===== src/rtl/collision_check_arbiter.sv =====
// rtl/collision_check_arbiter.sv - round-robin arbiter time-sharing one collision detector
// Grants one move-test at a time, holds detector inputs for DETECT_LATENCY cycles, then samples move_allowed.
module collision_check_arbiter #(
  parameter int DETECT_LATENCY = 1,
  parameter int COORD_W        = 10
) (
  input  logic                   clk,
  input  logic                   reset,
  input  logic [3:0]             req,
  input  logic [3:0]             enable,
  input  logic [4*COORD_W-1:0]   test_x_in,
  input  logic [4*COORD_W-1:0]   test_y_in,
  input  logic                   move_allowed,
  output logic [COORD_W-1:0]     det_test_x,
  output logic [COORD_W-1:0]     det_test_y,
  output logic [1:0]             det_character,
  output logic                   det_valid,
  output logic [3:0]             done,
  output logic [3:0]             result,
  output logic                   busy
);

  typedef enum logic [1:0] {S_IDLE, S_WAIT, S_RESPOND} state_t;

  state_t               state, state_nxt;
  logic [3:0]           cnt, cnt_nxt;
  logic [1:0]           last_grant, last_grant_nxt;
  logic [COORD_W-1:0]   x_nxt, y_nxt;
  logic [1:0]           char_nxt;
  logic                 valid_nxt;
  logic [3:0]           done_nxt, result_nxt;
  logic [3:0]           eligible;
  logic [1:0]           winner, cand;
  logic                 found;

  // Rotating scan starting just after the last serviced requester.
  always_comb begin
    eligible = req & enable;
    winner   = last_grant;
    cand     = last_grant;
    found    = 1'b0;
    for (int i = 1; i <= 4; i++) begin
      cand = last_grant + 2'(i);
      if (!found && eligible[cand]) begin
        winner = cand;
        found  = 1'b1;
      end
    end
  end

  always_comb begin
    state_nxt      = state;
    cnt_nxt        = cnt;
    last_grant_nxt = last_grant;
    x_nxt          = det_test_x;
    y_nxt          = det_test_y;
    char_nxt       = det_character;
    valid_nxt      = det_valid;
    done_nxt       = 4'b0000;
    result_nxt     = result;
    case (state)
      S_IDLE: begin
        x_nxt     = '0;
        y_nxt     = '0;
        char_nxt  = 2'd0;
        valid_nxt = 1'b0;
        if (found) begin
          for (int i = 0; i < 4; i++) begin
            if (winner == 2'(i)) begin
              x_nxt = test_x_in[i*COORD_W +: COORD_W];
              y_nxt = test_y_in[i*COORD_W +: COORD_W];
            end
          end
          char_nxt  = winner;
          valid_nxt = 1'b1;
          cnt_nxt   = 4'(DETECT_LATENCY);
          state_nxt = S_WAIT;
        end
      end
      S_WAIT: begin
        cnt_nxt = cnt - 4'd1;
        if (cnt <= 4'd1) begin
          result_nxt[det_character] = move_allowed;
          done_nxt[det_character]   = 1'b1;
          state_nxt                 = S_RESPOND;
        end
      end
      S_RESPOND: begin
        x_nxt          = '0;
        y_nxt          = '0;
        char_nxt       = 2'd0;
        valid_nxt      = 1'b0;
        last_grant_nxt = det_character;
        state_nxt      = S_IDLE;
      end
      default: state_nxt = S_IDLE;
    endcase
  end

  always_ff @(posedge clk) begin
    if (reset) begin
      state         <= S_IDLE;
      cnt           <= 4'd0;
      last_grant    <= 2'd3;
      det_test_x    <= '0;
      det_test_y    <= '0;
      det_character <= 2'd0;
      det_valid     <= 1'b0;
      done          <= 4'b0000;
      result        <= 4'b0000;
    end else begin
      state         <= state_nxt;
      cnt           <= cnt_nxt;
      last_grant    <= last_grant_nxt;
      det_test_x    <= x_nxt;
      det_test_y    <= y_nxt;
      det_character <= char_nxt;
      det_valid     <= valid_nxt;
      done          <= done_nxt;
      result        <= result_nxt;
    end
  end

  assign busy = (state != S_IDLE);

endmodule

===== config.mk =====
export PLATFORM = sky130hd
export DESIGN_NAME = collision_check_arbiter
export DESIGN_NICKNAME = d
export VERILOG_FILES = /design/src/rtl/collision_check_arbiter.sv
export SDC_FILE = /design/constraint.sdc
export NUM_CORES = 1
export LEC_CHECK = 0
export BUFFER_PORTS_ARGS = -buffer_cell sky130_fd_sc_hd__clkbuf_2
export CAP_MARGIN = 20
export CORE_ASPECT_RATIO = 0.5
export CORE_MARGIN = 4
export CORE_UTILIZATION = 39
export DETAILED_ROUTE_END_ITERATION = 10
export PLACE_DENSITY_LB_ADDON = 0.12
export REMOVE_ABC_BUFFERS = 1
export SYNTH_ARGS = -nofsm -noshare
export SYNTH_HDL_FRONTEND = slang
export SYNTH_SLANG_ARGS = --single-unit

===== constraint.sdc =====
create_clock -name clk -period 1.6 [get_ports clk]
set_clock_uncertainty 0.1 [all_clocks]
set_input_delay 0.08 -clock clk [delete_from_list [all_inputs] [get_ports clk]]
set_output_delay 0.08 -clock clk [all_outputs]
set_load 0.02 [all_outputs]

==> results of run 1 <==
-- cell usage in the layout, fill, tap and decap left out, drive strengths merged --
master / netlist / routed
clkbuf: 5 / 128
mux2i: 45 / 45
dfxtp: 39 / 39
nand2: 27 / 27
dlygate4sd3: 0 / 22
o221ai: 20 / 20
nor2: 16 / 16
buf: 8 / 16
a21oi: 6 / 6
nand2b: 5 / 5
a22oi: 4 / 4
o21ai: 4 / 4
inv: 4 / 4
nand3: 3 / 3
nor3: 3 / 3
nor2b: 2 / 2
and3: 2 / 2
or3: 2 / 2
ha: 2 / 2
a211o: 2 / 2
a31oi: 2 / 2
or2: 1 / 1
o21bai: 1 / 1
and2b: 1 / 1
o211ai: 1 / 1
nor4: 1 / 1
nand3b: 1 / 1
a211oi: 1 / 1
and2: 1 / 1
or3b: 1 / 1
bufinv: 0 / 1
clkinv: 0 / 1
-- cells in the mapped netlist (all sizes together), types with 2 or more instances --
cell type,n,area share (%)
inv,4,0.74
nand2,27,5.1
a22oi,4,1.7
a21oi,6,1.5
nand2b,5,1.5
nor2,16,3.3
a31oi,2,1.2
buf,8,3.9
a211o,2,0.92
nand3,3,0.74
nor2b,2,0.61
mux2i,45,22
o21ai,4,0.98
dfxtp,39,38
o221ai,20,8.6
or3,2,0.61
ha,2,1.2
and3,2,0.61
nor3,3,0.74
clkbuf,5,0.92
-- path summary, 6_finish.rpt --
kind	start	endpoint	slack, ns
min reg2reg	det_test_y[4]	det_test_y[4]	0.37
min	test_x_in[21]	det_test_x[1]	0.005
max	last_grant[0]	det_test_y[5]	-0.02
max reg2reg	last_grant[0]	det_test_y[5]	-0.02
-- per-layer routing --
layer / vias up / part of all wire [%] / wire length (um)
met5: - / 0 / 0
met2: 76 / 51 / 3120
met4: 0 / 1.7 / 102
li1: 1080 / - / -
met3: 11 / 8.2 / 499
met1: 1018 / 39 / 2400
-- cells by family (layout without fill, tap and decap cells) --
| logic type | after synthesis | count (layout) | share of synthesized area (%) |
|---|---|---|---|
| DFF | 39 | 39 | 38.3 |
| adders and majority gates | 2 | 2 | 1.23 |
| and+or+nand+nor | 66 | 66 | 16.1 |
| buffers and inverters | 17 | 172 | 5.59 |
| muxes | 45 | 45 | 22.1 |
| AOI/OAI and AO/OA | 41 | 41 | 16.7 |
-- critical path, stage by stage (launching register included) --
cell	delay (ns)
dfxtp_4	0.36
nor2_4	0.11
a31oi_4	0.05
o211ai_4	0.23
buf_6	0.17
buf_16	0.12
mux2i_1	0.20
o221ai_1	0.15
-- registers in the layout, summed over array words and instances (netlist names) --
signal,flops
last_grant,2
state,2
result,4
det_valid,1
det_character,2
cnt,4
det_test_y,10
det_test_x,10
done,4
-- layout make-up --
type | count | share of cell area, %
multi-input cells | 154 | 36.9
well taps | 70 | 2.72
clock buffers | 6 | 2.56
repair buffers | 160 | 31.6
inverters | 4 | 0.621
flip-flops and latches | 39 | 24.6
clock inverters | 2 | 1.09
-- stage by stage --
stage               instance area [um2]  hold slack, ns  setup WS (ns)  cells  power, uW
floorplan                          1940          0.0491         -0.575    197       1910
global placement                   2780           0.270         0.0289    401       2350
detailed placement                 2780           0.279        -0.0180    401       2370
CTS                                3210         0.00323        -0.0289    436       3340
global route                       3230         0.00803         -0.102    435       3560
finish                             3230         0.00464        -0.0179    435       3340
-- power breakdown --
group | leakage (uW) | switching (uW) | internal, uW
Combinational | 0.00129 | 644 | 616
Sequential | 0.000321 | 110 | 1120
Clock | 0.0000612 | 343 | 505
Total | 0.00167 | 1100 | 2240
-- repair_timing --
item | 4_1_cts | 5_1_grt
resized for setup | 9 | 16
buffers inserted | 4 | 0
hold buffers | 22 | 0
endpoints found under the hold margin | 15 | 0
setup endpoints to repair | 10 | 26
gates cloned | 2 | 0
pin swaps | 10 | 8
==> impl_metrics.tcl, run 1 <==
set metrics [dict create \
    rsz0062_at_grt "yes" \
    routed_wl_um 6120 \
    cp_data_required_time_ns 1.65 \
    core.rowCount 18 \
    grt_pass1_vias 2205 \
    hold_viol_final 0 \
    synth-main-ff-cell "dfxtp_1" \
    finalCritPeriodShare_pct 101 \
    post_drt_wl_per_cell_um 14.1 \
    ys_types 35 \
    tightest_slew_ns 0.352 \
    startpoint_type "flip-flop" \
    grt_max_degree 21 \
    status "finished, violations left" \
    drive_gt1_share_pct 45.8 \
    grt_util_met2_pct 35.9 \
    seq_area_um2 792 \
    numCtsBuffers 5 \
    place_hpwl_um 4250 \
    relSlewSlack_pct 76.5 \
    cap_violations 0 \
    path_class "flip-flop to flip-flop" \
    multi_input_area_mm2 0.00119 \
    netlist_area_mm2 0.00204 \
    post_synth.cell_area_avg_um2 9.71 \
    clk_pin_slew_worst_paths_ns 0.08 \
    fp.dieW_um 110 \
    vias_per_cell 5.02 \
    busiest_layer "met2" \
    fin_nets 457 \
    met3_usage_pct 4.90 \
    post-route-drc-count 0 \
    fillers 423 \
    worstSetupEndpointType "flip-flop" \
    die-area_mm2 0.00652 \
    synthCells 210 \
    violations "negative setup slack" \
    cts_tree "yes" \
    setup_viol 1 \
    async_flop_share_pct 0 \
    fin_util_pct 64.8 \
    cts-root-buf "clkbuf_8" \
    power_leakage_uw 0.00167 \
    synth-edff-count 0 \
    track_usage_pct 18.4 \
    critPathMaxFanout 5 \
    ir_drop_uv 565 \
    r2r_cells 7 \
    crit_arrival_ns 1.67 \
    place_congestion 0.716 \
    drtPass1Iterations 4 \
    core_mm2 0.00498 \
    num_io_pins 123 \
    final_antenna_net_count 0 \
    ys_ff_latch 39 \
    cts_max_level 2 \
    hold_depth 3 \
    io_buffers 122 \
    hold_path.class "input port to flip-flop" \
    power_density_mw_per_mm2 1040 \
    cts_sinks 39 \
    drt_iter0_drc 62 \
    area_delta_synth_final_pct 58.3 \
    period_needed_ns 1.62 \
    fmax_mhz 618 \
    diodes 0 \
    start_util_pct 41.0 \
    setup_tns_ns -0.0179 \
    yosysWarningCount 0 \
    finalWorstSetupSlack_ns -0.0179 \
    insertion_delay_ns 0.29 \
    grtUsageMet1_pct 19.6 \
    synth_seq_area_share_pct 38.3 \
    slew_violations 0 \
    vias 2185 \
    cts.path.max_buffers 2 \
    antenna_found_initial 0 \
    grt_pass1_wl_um 9480 \
    die_y_um 59.1 \
    grt_overflow_total 0 \
]
(Power assumes the default switching activity.)
==> inputs of run 2 (changes only) <==
--- a/config.mk
+++ b/config.mk
@@ -5,13 +5,14 @@
 export SDC_FILE = /design/constraint.sdc
 export NUM_CORES = 1
 export LEC_CHECK = 0
+export ABC_AREA = 1
 export BUFFER_PORTS_ARGS = -buffer_cell sky130_fd_sc_hd__clkbuf_2
 export CAP_MARGIN = 20
 export CORE_ASPECT_RATIO = 0.5
 export CORE_MARGIN = 4
-export CORE_UTILIZATION = 39
+export CORE_UTILIZATION = 43
 export DETAILED_ROUTE_END_ITERATION = 10
-export PLACE_DENSITY_LB_ADDON = 0.12
+export PLACE_DENSITY = 0.75
 export REMOVE_ABC_BUFFERS = 1
 export SYNTH_ARGS = -nofsm -noshare
 export SYNTH_HDL_FRONTEND = slang
==> run 2 against run 1 <==
Synthesized cell count rose by 91%. Highest routed layer unchanged. Total power rose to 3.0 times the previous value. The run still ends with negative setup slack left. Critical endpoint is now det_test_y[9]. Sequential share of layout area fell by 5.1 points. Combinational power rose to 5.8 times the previous value. Non-clock buffer count fell by 3.
==> impl_metrics.tcl, run 2 <==
set metrics [dict create \
    ir_drop_uv 1050 \
    grt_overflow_total 0 \
    synth_common_cells "109 x nand2_1, 58 x inv_1, 39 x dfxtp_1" \
    violations "negative setup slack" \
    final_antenna_net_count 0 \
    fin_hold_ws_ns 0.0382 \
    slew_violations 0 \
    diodes 0 \
    total_power_uw 9900 \
    startpoint_type "flip-flop" \
    place_ws_ns -0.492 \
    core.rowCount 19 \
    rsz0062_at_grt "yes" \
    cap_violations 0 \
    seq_power_share_pct 14.6 \
    synth-edff-count 0 \
    tightest_slew_ns 0.339 \
    start_util_pct 46.5 \
    fp.dieW_um 119 \
    finalWorstSetupSlack_ns -0.505 \
    p_clk_share_pct 11.5 \
    period_needed_ns 2.11 \
    post_drt_wl_per_cell_um 12.5 \
    final_common_cell "clkbuf_2" \
    yosys.area.top_type "dfxtp_1" \
    crit_start "last_grant[1]" \
    relSlewSlack_pct 77.2 \
    fillers 464 \
    cp_data_required_time_ns 1.67 \
    die-area_mm2 0.00759 \
    instances_no_fill 635 \
    dp_cells 617 \
    yosysTopAreaCellShare_pct 29.3 \
    worstSetupEndpointType "flip-flop" \
    post-route-drc-count 0 \
    fmax_mhz 475 \
    numCtsBuffers 5 \
    r2r-start "last_grant[1]" \
    crit_arrival_ns 2.18 \
    ys_types 34 \
    power_leakage_uw 0.00211 \
    drive_gt1_share_pct 46.8 \
    grt_pass1_vias 2743 \
    clk_pin_slew_worst_paths_ns 0.06 \
    final_cell_mix "122 x clkbuf_2, 103 x nand2_1, 52 x inv_1, 34 x dfxtp_1, 31 x a21oi_1" \
    cts.path.max_buffers 2 \
    netlist_area_mm2 0.00266 \
    drt_iter0_drc 243 \
    track_usage_pct 19.5 \
    hold_path.class "input port to flip-flop" \
    reg.largest.list "det_test_x: 10 flops, det_test_y: 10 flops" \
    grt_max_degree 34 \
    power_density_mw_per_mm2 2440 \
    yosysWarningCount 0 \
    cts_max_level 2 \
    setup_viol 28 \
    place_hpwl_um 5680 \
    cts_tree "yes" \
    status "finished, violations left" \
    synth.most_common_cell "nand2_1" \
    synth_seq_area_share_pct 29.3 \
    core_mm2 0.00573 \
    grt_pass1_wl_um 12400 \
    die_y_um 63.6 \
    hold_viol_final 0 \
    place_congestion 0.871 \
    fin_nets 643 \
    power.net_switching_uw 4800 \
    p_sw_share_pct 48.4 \
    routed_wl_um 7940 \
    num_io_pins 123 \
    drtPass1Iterations 5 \
    ys_ff_latch 39 \
    ys_top_cells_by_area "dfxtp_1 29%, nand2_1 15%, inv_1 8.2%, a21oi_1 6.4%, o21ai_1 4.1%" \
    io_buffers 122 \
    synth-main-ff-cell "dfxtp_1" \
    finalCritPeriodShare_pct 132 \
    vias_per_cell 4.78 \
    path_class "flip-flop to flip-flop" \
    insertion_delay_ns 0.28 \
    combinationalPowerShare_pct 73.9 \
    final_area_mm2 0.00405 \
    vias 3033 \
    area_delta_synth_final_pct 52.1 \
    holdCritStartpoint "test_x_in[3]" \
    place_area_mm2 0.00353 \
    cts_sinks 39 \
    cts-root-buf "clkbuf_16" \
    synthCells 402 \
    antenna_found_initial 0 \
    post_synth.cell_area_avg_um2 6.62 \
    async_flop_share_pct 0 \
    power.internal_uw 5100 \
    critPathMaxFanout 6 \
]
run 2: changes by cell type after synthesis, moves of 20 or more:
cell	change
nand2_1	+83
inv_1	+54
mux2i_1	-45
a21oi_1	+28
o21ai_1	+21
o221ai_1	-20
run 2: power groups by stage:
stage / combinational [uW] / sequential (uW) / clock, uW
final: 7320 / 1440 / 1140
after global routing: 8020 / 1480 / 1200
after CTS: 6330 / 1410 / 1160
after detailed placement: 6030 / 1420 / 0
after global placement: 5920 / 1420 / 0
after floorplan: 3690 / 1670 / 0
run 2: worst max-delay path: stages, from the launching register on:
cell and delay, ns:
dfxtp_2 0.42, inv_2 0.07, nand2_2 0.10, nand2_8 0.08
inv_8 0.08, nand2_8 0.05, nand2_8 0.09, nand2_4 0.06
nor2_4 0.14, nand2_4 0.09, nand2_8 0.13, nand2_8 0.09
clkbuf_16 0.17, o21ai_1 0.12, inv_1 0.06, nand2_1 0.07
a21oi_1 0.05
run 2: repair_timing:
item	in CTS	in global routing
gates cloned	1	3
pin swaps	4	21
setup endpoints to repair	29	33
resized for setup	9	55
buffers inserted	1	4
endpoints found under the hold margin	2	0
hold buffers	1	0
run 2: path summary, 6_finish.rpt:
kind,slack (ns),to,cells past startpoint
hold / removal,0.04,det_test_x[3],5
setup / recovery,-0.51,det_test_y[9],16
hold reg to reg,0.35,det_valid,2
setup reg to reg,-0.51,det_test_y[9],16
run 2: final cells by class:
cell class	instances	area [um2]	area share, %
inverters	63	256	6.33
repair buffers	157	1010	25.0
flip-flops and latches	39	787	19.4
multi-input cells	284	1720	42.4
clock inverters	3	43.8	1.08
well taps	84	105	2.60
clock buffers	5	125	3.09
run 2: per-layer routing:
| layer | wire [um] | track usage [%] | vias to the layer above | part of all wire [%] |
|---|---|---|---|---|
| li1 | - | - | 1573 | - |
| met1 | 3450 | 24.5 | 1358 | 43 |
| met2 | 3920 | 34.1 | 91 | 49 |
| met3 | 472 | 4.11 | 11 | 5.9 |
| met4 | 107 | 5.05 | 0 | 1.3 |
| met5 | 0 | 0 | - | 0 |
run 2: per-stage QoR:
stage / util (%) / TNS, ns
after global routing: 70.7 / -15.16
after global placement: 61.7 / -10.32
after CTS: 65.8 / -10.66
after floorplan: - / -18.93
after detailed placement: 61.7 / -11.48
final: 70.7 / -11.24
run 2: logic make-up (layout without fill, tap and decap cells):
kind of cell | Yosys count | in the layout | share of synthesized area (%)
simple gates | 195 | 196 | 37.8
flops | 39 | 39 | 29.3
fa+ha+maj | 2 | 2 | 0.940
compound gates | 85 | 85 | 17.8
buf+inv | 80 | 228 | 13.8
xor+xnor | 1 | 1 | 0.329
==> inputs of run 3 (changes only) <==
--- a/config.mk
+++ b/config.mk
@@ -5,14 +5,14 @@
 export SDC_FILE = /design/constraint.sdc
 export NUM_CORES = 1
 export LEC_CHECK = 0
-export ABC_AREA = 1
+export ABC_AREA = 0
 export BUFFER_PORTS_ARGS = -buffer_cell sky130_fd_sc_hd__clkbuf_2
 export CAP_MARGIN = 20
 export CORE_ASPECT_RATIO = 0.5
 export CORE_MARGIN = 4
-export CORE_UTILIZATION = 43
+export CORE_UTILIZATION = 39
 export DETAILED_ROUTE_END_ITERATION = 10
-export PLACE_DENSITY = 0.75
+export PLACE_DENSITY = 0.74
 export REMOVE_ABC_BUFFERS = 1
 export SYNTH_ARGS = -nofsm -noshare
 export SYNTH_HDL_FRONTEND = slang
==> run 3 against run 2 <==
Worst setup slack improved by 0.41 ns. Combinational power down 83%. Die area is 14% lower. Sequential share of layout area increased by 5.6 points. Total power decreased by 66%. The run still ends with negative setup slack left. Clock power decreased by 26%. Largest power group unchanged. Register-to-register slack gained 0.41 ns. First-iteration DRC count is 46% lower. Critical path depth shrank 9. Via count fell by 29%. Cell area decreased by 22%. Maximum frequency is 24% higher. Largest cell class unchanged.
==> impl_metrics.tcl, run 3 (synthesis results as in run 1) <==
set metrics [dict create \
    setup_viol 18 \
    fp.dieW_um 110 \
    cap_violations 0 \
    violations "negative setup slack" \
    diodes 0 \
    core.rowCount 18 \
    r2r_cells 7 \
    finalCritPeriodShare_pct 106 \
    crit_arrival_ns 1.75 \
    cts_tree "yes" \
    critPathMaxFanout 5 \
    grt_max_degree 23 \
    finalWorstSetupSlack_ns -0.0975 \
    die-area_mm2 0.00652 \
    status "finished, violations left" \
    r2r-end "det_test_y[0]" \
    drive_gt1_share_pct 47.2 \
    startpoint_type "flip-flop" \
    io_buffers 122 \
    cp_data_required_time_ns 1.65 \
    routed_wl_um 6260 \
    numCtsBuffers 5 \
    vias 2146 \
    final_cell_mix "122 x clkbuf_2, 41 x mux2i_1, 37 x dfxtp_1, 26 x nand2_1, 18 x o221ai_1" \
    antenna_found_initial 0 \
    hold_viol_final 0 \
    drt_iter0_drc 131 \
    cts_max_level 2 \
    period_needed_ns 1.70 \
    post_drt_wl_per_cell_um 14.7 \
    grt_pass1_wl_um 9200 \
    r2r-start "last_grant[0]" \
    vias_per_cell 5.04 \
    area_delta_synth_final_pct 54.1 \
    endpoint "det_test_y[0]" \
    relSlewSlack_pct 75.8 \
    hold_depth 3 \
    num_io_pins 123 \
    worstSetupEndpointType "flip-flop" \
    grt_overflow_total 0 \
    clk_pin_slew_worst_paths_ns 0.08 \
    cts.path.max_buffers 2 \
    slew_violations 0 \
    power_leakage_uw 0.00162 \
    fin_hold_ws_ns 0.000581 \
    ir_drop_uv 530 \
    drtPass1Iterations 4 \
    final_antenna_net_count 0 \
    grt_pass1_vias 2084 \
    start_util_pct 41.0 \
    rsz0062_at_grt "yes" \
    post-route-drc-count 0 \
    setup_tns_ns -1.03 \
    power_density_mw_per_mm2 1060 \
    track_usage_pct 18.1 \
    hold_path.class "input port to flip-flop" \
    cts_sinks 39 \
    core_mm2 0.00498 \
    rrSetupSlack_ns -0.1 \
    total_power_uw 3340 \
    dp_cells 399 \
    final_common_cell "clkbuf_2" \
    instances_no_fill 426 \
    fin_util_pct 63.1 \
    crit_start "last_grant[0]" \
    die_y_um 59.1 \
    tightest_slew_ns 0.362 \
    reg.largest.list "det_test_x: 10 flops, det_test_y: 10 flops" \
    place_hpwl_um 4620 \
    fin_nets 448 \
    path_class "flip-flop to flip-flop" \
    insertion_delay_ns 0.28 \
    fmax_mhz 589 \
    cts-root-buf "clkbuf_8" \
    place_congestion 0.826 \
]
## run 3: worst min path at each step
stage	slack [ns]	end	from
floorplan	0.05	cnt[2]	reset
global placement	0.25	det_character[0]	reset
detailed placement	0.25	det_character[1]	reset
CTS	0.001	det_test_x[7]	test_x_in[27]
global route	0.008	det_test_x[7]	test_x_in[27]
finish	0.0006	det_test_x[9]	test_x_in[29]
## run 3: repair_timing
| item | CTS | global route |
|---|---|---|
| setup endpoints to repair | 13 | 26 |
| hold buffers | 12 | 1 |
| cloned | 1 | 2 |
| endpoints found under the hold margin | 12 | 1 |
| setup buffers | 1 | 3 |
| gates resized for setup | 3 | 14 |
| pin swaps | 6 | 5 |
## run 3: routing by layer
layer  GRT usage, %  part of all wire (%)
met3           4.57                   4.7
met5              0                     0
met1           18.5                    36
met4           4.74                   1.6
met2           36.7                    58
## run 3: per-stage QoR
stage	instance area [um2]	setup WS (ns)
floorplan	1940	-0.575
global placement	2740	0.0614
detailed placement	2740	-0.0601
CTS	3030	-0.0625
global route	3140	-0.164
finish	3140	-0.0975
## run 3: critical path, cell delays in order, from the launching register on
cell and delay (ns):
dfxtp_4 0.37, nor2_4 0.12, a31oi_2 0.06, o211ai_4 0.24, buf_12 0.17, clkbuf_16 0.14, mux2i_1 0.22, o221ai_1 0.15
## run 3: layout make-up
cell class                 count  area [um2]
fill                         432        1840
multi-input combinational    154        1190
timing repair buffer         151         950
sequential                    39         786
tap                           70        87.6
clock buffer                   6        82.6
clock inverter                 2        35.0
inverter                       4        15.0
## run 3: where the power goes
group	switching [uW]	internal, uW
Clock	343	505
Sequential	115	1120
Combinational	648	613
Total	1110	2240
